[config.mk]
export PLATFORM = sky130hd
export DESIGN_NAME = seven_seg_scanner
export DESIGN_NICKNAME = d
export VERILOG_FILES = /design/src/rtl/seven_seg_pkg.sv /design/src/rtl/scan_divider.sv /design/src/rtl/seven_seg_scanner.sv
export SDC_FILE = /design/constraint.sdc
export NUM_CORES = 1
export LEC_CHECK = 0
export ABC_AREA = 1
export CAP_MARGIN = 20
export CELL_PAD_IN_SITES_DETAIL_PLACEMENT = 0
export CELL_PAD_IN_SITES_GLOBAL_PLACEMENT = 1
export CORE_MARGIN = 5
export CORE_UTILIZATION = 45
export CTS_CLUSTER_SIZE = 12
export DETAILED_ROUTE_END_ITERATION = 10
export GPL_TIMING_DRIVEN = 0
export PLACE_DENSITY = 0.83
export SYNTH_ARGS = -nofsm -noshare
export SYNTH_HDL_FRONTEND = slang
export SYNTH_SLANG_ARGS = --single-unit
[constraint.sdc]
create_clock -name i_SYS_CLOCK -period 3.9 [get_ports i_SYS_CLOCK]
set_input_delay 0.78 -clock i_SYS_CLOCK [delete_from_list [all_inputs] [get_ports i_SYS_CLOCK]]
set_output_delay 0.78 -clock i_SYS_CLOCK [all_outputs]
set_load 0.01 [all_outputs]
[src/rtl/seven_seg_pkg.sv]
// Shared definitions for the seven-segment scanner: glyph table, scan states, hex decoder.
// Purely combinational helpers with no latency and no backpressure.
package seven_seg_pkg;

  typedef enum logic {
    ST_DRIVE = 1'b0,
    ST_BLANK = 1'b1
  } scan_state_t;

  // Glyphs use bit 6 = segment a down to bit 0 = segment g, logical-active high.
  localparam logic [6:0] GLYPH_0 = 7'h7E;
  localparam logic [6:0] GLYPH_1 = 7'h30;
  localparam logic [6:0] GLYPH_2 = 7'h6D;
  localparam logic [6:0] GLYPH_3 = 7'h79;
  localparam logic [6:0] GLYPH_4 = 7'h33;
  localparam logic [6:0] GLYPH_5 = 7'h5B;
  localparam logic [6:0] GLYPH_6 = 7'h5F;
  localparam logic [6:0] GLYPH_7 = 7'h70;
  localparam logic [6:0] GLYPH_8 = 7'h7F;
  localparam logic [6:0] GLYPH_9 = 7'h7B;
  localparam logic [6:0] GLYPH_A = 7'h77;
  localparam logic [6:0] GLYPH_B = 7'h1F;
  localparam logic [6:0] GLYPH_C = 7'h4E;
  localparam logic [6:0] GLYPH_D = 7'h3D;
  localparam logic [6:0] GLYPH_E = 7'h4F;
  localparam logic [6:0] GLYPH_F = 7'h47;

  function automatic logic [6:0] hex_to_seg(input logic [3:0] nib);
    logic [6:0] seg;
    case (nib)
      4'h0: seg = GLYPH_0;
      4'h1: seg = GLYPH_1;
      4'h2: seg = GLYPH_2;
      4'h3: seg = GLYPH_3;
      4'h4: seg = GLYPH_4;
      4'h5: seg = GLYPH_5;
      4'h6: seg = GLYPH_6;
      4'h7: seg = GLYPH_7;
      4'h8: seg = GLYPH_8;
      4'h9: seg = GLYPH_9;
      4'hA: seg = GLYPH_A;
      4'hB: seg = GLYPH_B;
      4'hC: seg = GLYPH_C;
      4'hD: seg = GLYPH_D;
      4'hE: seg = GLYPH_E;
      default: seg = GLYPH_F;
    endcase
    return seg;
  endfunction

endpackage

[src/rtl/scan_divider.sv]
// Slot divider: counts 0..DIVISOR-1 and flags the last count as a one-cycle tick.
// Tick is decoded from the count register (no extra latency); free-running, no backpressure.
module scan_divider #(
  parameter int unsigned DIVISOR = 32'hFFFF
) (
  input  logic clk,
  input  logic rst_n,
  output logic tick
);

  localparam int unsigned CW = (DIVISOR > 1) ? $clog2(DIVISOR) : 1;
  localparam logic [CW-1:0] LAST = CW'(DIVISOR - 1);

  logic [CW-1:0] count;
  logic          run;

  // run keeps tick low while reset is held, which matters when DIVISOR is 1.
  always_ff @(posedge clk or negedge rst_n) begin
    if (!rst_n) begin
      count <= '0;
      run   <= 1'b0;
    end else begin
      run <= 1'b1;
      if (count == LAST) begin
        count <= '0;
      end else begin
        count <= count + CW'(1);
      end
    end
  end

  assign tick = run & (count == LAST);

endmodule

[src/rtl/seven_seg_scanner.sv]
// Multiplexed seven-segment driver: latches a hex value plus decimal points and scans them across DIGITS displays.
// Pins are registered (1 clock behind state/load); no backpressure, loads accepted on every clock.
module seven_seg_scanner
  import seven_seg_pkg::*;
#(
  parameter int          DATA_WIDTH     = 8,
  parameter int          DIGITS         = 6,
  parameter int unsigned SCAN_DIVISOR   = 32'hFFFF,
  parameter bit          SEG_ACTIVE_LOW = 1'b1,
  parameter bit          SEL_ACTIVE_LOW = 1'b1
) (
  input  logic                  i_SYS_CLOCK,
  input  logic                  i_CLEAR_n,
  input  logic [DATA_WIDTH-1:0] i_BUS,
  input  logic                  i_READ_BUS,
  input  logic [DIGITS-1:0]     i_DP,
  input  logic                  i_BLANK_LZ,
  output logic [6:0]            o_SEG,
  output logic                  o_SEG_DP,
  output logic [DIGITS-1:0]     o_SEL,
  output logic                  o_SCAN_TICK
);

  localparam int VW    = 4 * DIGITS;
  localparam int IDX_W = (DIGITS > 1) ? $clog2(DIGITS) : 1;
  localparam logic [IDX_W-1:0] LAST_IDX = IDX_W'(DIGITS - 1);

  localparam logic [DIGITS-1:0] SEL_OFF = SEL_ACTIVE_LOW ? {DIGITS{1'b1}} : {DIGITS{1'b0}};
  localparam logic [6:0]        SEG_OFF = SEG_ACTIVE_LOW ? 7'h7F : 7'h00;
  localparam logic              DP_OFF  = SEG_ACTIVE_LOW;

  logic [VW-1:0]     bus_ext;
  logic [VW-1:0]     value;
  logic [DIGITS-1:0] dp_reg;
  logic              scan_tick;

  scan_state_t       state, state_nxt;
  logic [IDX_W-1:0]  idx, idx_nxt;

  logic [DIGITS-1:0] lz_mask;
  logic              zero_above;

  logic [DIGITS-1:0] sel_hot;
  logic [3:0]        nibble;
  logic              digit_dp;
  logic              digit_lz;
  logic [DIGITS-1:0] sel_on;
  logic [6:0]        seg_on;
  logic              dp_on;

  generate
    if (DATA_WIDTH >= VW) begin : g_bus_trunc
      assign bus_ext = i_BUS[VW-1:0];
    end else begin : g_bus_ext
      assign bus_ext = {{(VW - DATA_WIDTH){1'b0}}, i_BUS};
    end
  endgenerate

  always_ff @(posedge i_SYS_CLOCK or negedge i_CLEAR_n) begin
    if (!i_CLEAR_n) begin
      value  <= '0;
      dp_reg <= '0;
    end else if (i_READ_BUS) begin
      value  <= bus_ext;
      dp_reg <= i_DP;
    end
  end

  scan_divider #(
    .DIVISOR (SCAN_DIVISOR)
  ) u_scan_divider (
    .clk   (i_SYS_CLOCK),
    .rst_n (i_CLEAR_n),
    .tick  (scan_tick)
  );

  assign o_SCAN_TICK = scan_tick;

  always_ff @(posedge i_SYS_CLOCK or negedge i_CLEAR_n) begin
    if (!i_CLEAR_n) begin
      state <= ST_DRIVE;
      idx   <= '0;
    end else begin
      state <= state_nxt;
      idx   <= idx_nxt;
    end
  end

  // Each digit gets a drive slot followed by a blank slot to suppress ghosting.
  always_comb begin
    state_nxt = state;
    idx_nxt   = idx;
    if (scan_tick) begin
      case (state)
        ST_DRIVE: state_nxt = ST_BLANK;
        default: begin
          state_nxt = ST_DRIVE;
          idx_nxt   = (idx == LAST_IDX) ? '0 : idx + IDX_W'(1);
        end
      endcase
    end
  end

  // lz_mask[k]: digit k and everything above it are zero; digit 0 is never blankable.
  always_comb begin
    lz_mask    = '0;
    zero_above = 1'b1;
    for (int k = DIGITS - 1; k >= 0; k--) begin
      zero_above = zero_above & (value[4*k +: 4] == 4'h0);
      lz_mask[k] = (k != 0) & zero_above;
    end
  end

  always_comb begin
    sel_hot  = '0;
    nibble   = '0;
    digit_dp = 1'b0;
    digit_lz = 1'b0;
    for (int k = 0; k < DIGITS; k++) begin
      if (idx == IDX_W'(k)) begin
        sel_hot[k] = 1'b1;
        nibble     = value[4*k +: 4];
        digit_dp   = dp_reg[k];
        digit_lz   = lz_mask[k];
      end
    end
  end

  always_comb begin
    sel_on = '0;
    seg_on = '0;
    dp_on  = 1'b0;
    if (state == ST_DRIVE) begin
      sel_on = sel_hot;
      if (!(i_BLANK_LZ && digit_lz)) begin
        seg_on = hex_to_seg(nibble);
        dp_on  = digit_dp;
      end
    end
  end

  // XOR with the inactive level maps logical-active onto the pin polarity.
  always_ff @(posedge i_SYS_CLOCK or negedge i_CLEAR_n) begin
    if (!i_CLEAR_n) begin
      o_SEL    <= SEL_OFF;
      o_SEG    <= SEG_OFF;
      o_SEG_DP <= DP_OFF;
    end else begin
      o_SEL    <= sel_on ^ SEL_OFF;
      o_SEG    <= seg_on ^ SEG_OFF;
      o_SEG_DP <= dp_on ^ DP_OFF;
    end
  end

endmodule
==> results.sh <==
export IMPL_maxCapViolCount=0
export IMPL_period_minus_slack_ns=2.848
export IMPL_htree_levels=2
export IMPL_core_area_sq_um=5851
export IMPL_finalMaxSlewViolations=0
export IMPL_yosysWarnings=0
export IMPL_slowest_stage="clkdlybuf4s50_1"
export IMPL_avgSynthCellArea_sq_um=8.527
export IMPL_grt_max_degree=28
export IMPL_start_util=0.4562
export IMPL_vdd_ir_drop_worst_v=0.0001911
export IMPL_cts_buffers_inserted=5
export IMPL_syn_to_final_growth_pct=18.99
export IMPL_drt_pass1_iter_count=4
export IMPL_viasPerCell=4.867
export IMPL_crit_required_ns=3.12
export IMPL_synth_largest_area_cell="dfrtp_1"
export IMPL_setup_ws_ns=1.052
export IMPL_grt_usage=0.1544
export IMPL_slew_headroom=0.6538
export IMPL_ys_seq_area_frac=0.4660
export IMPL_die_h_microns=87.01
export IMPL_cts_root_buffer="clkbuf_8"
export IMPL_cts_tree="yes"
export IMPL_avgRoutedWirePerCell_microns=12.12
export IMPL_async_flop_share=1.000
export IMPL_crit_path_max_incr_delay_ns=0.58
export IMPL_drc=0
export IMPL_postCtsSetupBuffers=0
export IMPL_final_common_cell="nand2_1"
export IMPL_layout_drive_gt1_share=0.1841
export IMPL_hold_viol_final=0
export IMPL_grt_pass1_vias=1998
export IMPL_largest_reg_flops=16
export IMPL_crit_arrival_ns=2.07
export IMPL_min_path_type="input pin to async pin"
export IMPL_clock_latency_ns=0.30
export IMPL_synth_area_leaders="dfrtp_1 (33%), dfstp_2 (14%), nand2_1 (9.7%), nand3_1 (6.2%), inv_1 (4.9%)"
export IMPL_rsz0062_at_grt="no"
export IMPL_synth_top_area_frac=0.3282
export IMPL_clockBufferDepth=2
export IMPL_setup_tns_ns=0
export IMPL_drt_total_wl_microns=5189
export IMPL_cts_sinks=49
export IMPL_synth_seq_cells=49
export IMPL_top_register="u_scan_divider.count"
export IMPL_crit_type="flop to primary output"
export IMPL_fmax_ghz=0.3512
export IMPL_r2r_end="o_SEG[0]$_DFF_PN1_"
export IMPL_clk_pin_slew_ns=0.09
export IMPL_p_total_uw=990.7
export IMPL_synth_area_sq_um=2669
export IMPL_first_iter_violations=63
export IMPL_cp_cell_sequence="inv_1 > ha_1 > nand2_1 > nor2_1 > nand3_1 > nor3_1 > clkdlybuf4s50_1"
export IMPL_overflow=0
export IMPL_crit_fanout=4
export IMPL_power_density_nw_per_um2=312.0
export IMPL_syn_instance_count=313
export IMPL_hold_buffers=0
export IMPL_diodes=0
export IMPL_pin_count=33
export IMPL_drtAntennaViolNets=0
export IMPL_gp_congestion=0.8706
export IMPL_dieArea_sq_um=7571
export IMPL_row_count=28
export IMPL_antenna_found_initial=0
export IMPL_dp_slack_ns=1.375
export IMPL_setup_viol=0
export IMPL_tightest_slew_ns=0.5193
export IMPL_syn_nets=340
export IMPL_synth_cell_types=29
export IMPL_cp_startpoint="u_scan_divider.count[0]$_DFF_PN0_"
export IMPL_reg2reg_slack_ns=1.86
export IMPL_post_route_period_util=0.7301
export IMPL_outcome="finished clean"
export IMPL_p_leak_uw=0.001530
export IMPL_synth_edff_count=0
export IMPL_endpoint_kind="primary output"
export IMPL_dieWidth_microns=87.01
export IMPL_finalNetCount=379
export IMPL_post_cts_resized=0
export IMPL_rr_worst_depth=11
export IMPL_layout_common_cells="nand2_1 (69), inv_1 (35), dfrtp_1 (35)"
export IMPL_synthFlopType="dfrtp_1"
export IMPL_hpwl_microns=4047
export IMPL_r2r_start="idx[2]$_DFFE_PN0P_"
export IMPL_clock_skew_ns=0.005766
export IMPL_vias=2083
export IMPL_grt_first_pass_wirelength_microns=9183
export IMPL_start_kind="flop"
export IMPL_reg_top3="u_scan_divider.count x16, value x8, o_SEG x7"
export IMPL_placement_io_buffers=31
[routing by layer]
| layer | wire (microns) | part of all wire | vias up | GRT usage |
|---|---|---|---|---|
| li1 | - | - | 1077 | - |
| met1 | 2575 | 0.50 | 960 | 0.2165 |
| met2 | 2268 | 0.44 | 36 | 0.2291 |
| met3 | 254 | 0.049 | 10 | 0.03595 |
| met4 | 91 | 0.018 | 0 | 0.06232 |
| met5 | 0 | 0 | - | 0 |
[through the flow]
| stage | utilization | hold WS [ns] | cell area, sq um | std cells |
|---|---|---|---|---|
| detailed placement | 0.5278 | 0.4793 | 3088 | 420 |
| global placement | 0.5252 | 0.4737 | 3073 | 419 |
| global route | 0.5428 | 0.4876 | 3176 | 428 |
| finish | 0.5428 | 0.4440 | 3176 | 428 |
| floorplan | - | 0.4492 | 2669 | 313 |
| CTS | 0.5428 | 0.4524 | 3176 | 428 |
[worst max-delay path by stage]
stage,to,slack (ns),depth (start not counted)
final,o_SCAN_TICK,1.05,7
after CTS,o_SCAN_TICK,1.02,7
after global routing,o_SCAN_TICK,0.90,7
after detailed placement,o_SCAN_TICK,1.37,7
after floorplan,o_SCAN_TICK,1.97,6
after global placement,value[0]$_DFFE_PN0P_,0.70,1
[Yosys cell counts, types with 2 or more instances]
master,instances
nor2_4,6
inv_2,7
xor2_1,4
dfrtp_1,35
inv_1,35
nor3_1,7
nand3_1,33
nor2_1,30
nand2_2,3
a21oi_1,8
mux2_2,9
ha_1,9
buf_6,3
nand2_4,3
dfstp_2,14
nand4_2,2
o21ai_0,12
nor2_2,5
nand4_1,10
nand2_1,69
[cell type report]
class,instances,area (sq um)
fillers,535,2675
flip-flops and latches,49,1244
multi-input cells,217,1225
repair buffers,32,325.3
inverters,42,157.7
well taps,75,93.84
clock buffers,6,72.57
plain buffers,5,42.54
clock inverters,2,15.01
[cells by family after synthesis]
kind of cell    after synthesis  synth area share
fa+ha+maj                     9           0.04219
compound gates               21           0.03938
flops                        49            0.4660
simple gates                172            0.3216
other cells                   1          0.001405
xor+xnor                      5           0.01641
mux                           9           0.03798
buf+inv                      47           0.07501
[where the power goes]
part / total (uW) / switching (uW) / internal, uW
Sequential: 555 / 10.8 / 544
Combinational: 142 / 72.2 / 70.2
Clock: 293 / 167 / 127
Total: 991 / 250 / 741
[critical path: cells and delay by family, from the launching register on]
kind	cells	cell delay (ns)
adders and majority gates	1	0.19
buffers and inverters	2	0.65
DFF	1	0.42
and+or+nand+nor	4	0.51
Power figures use the tool's default switching activity.
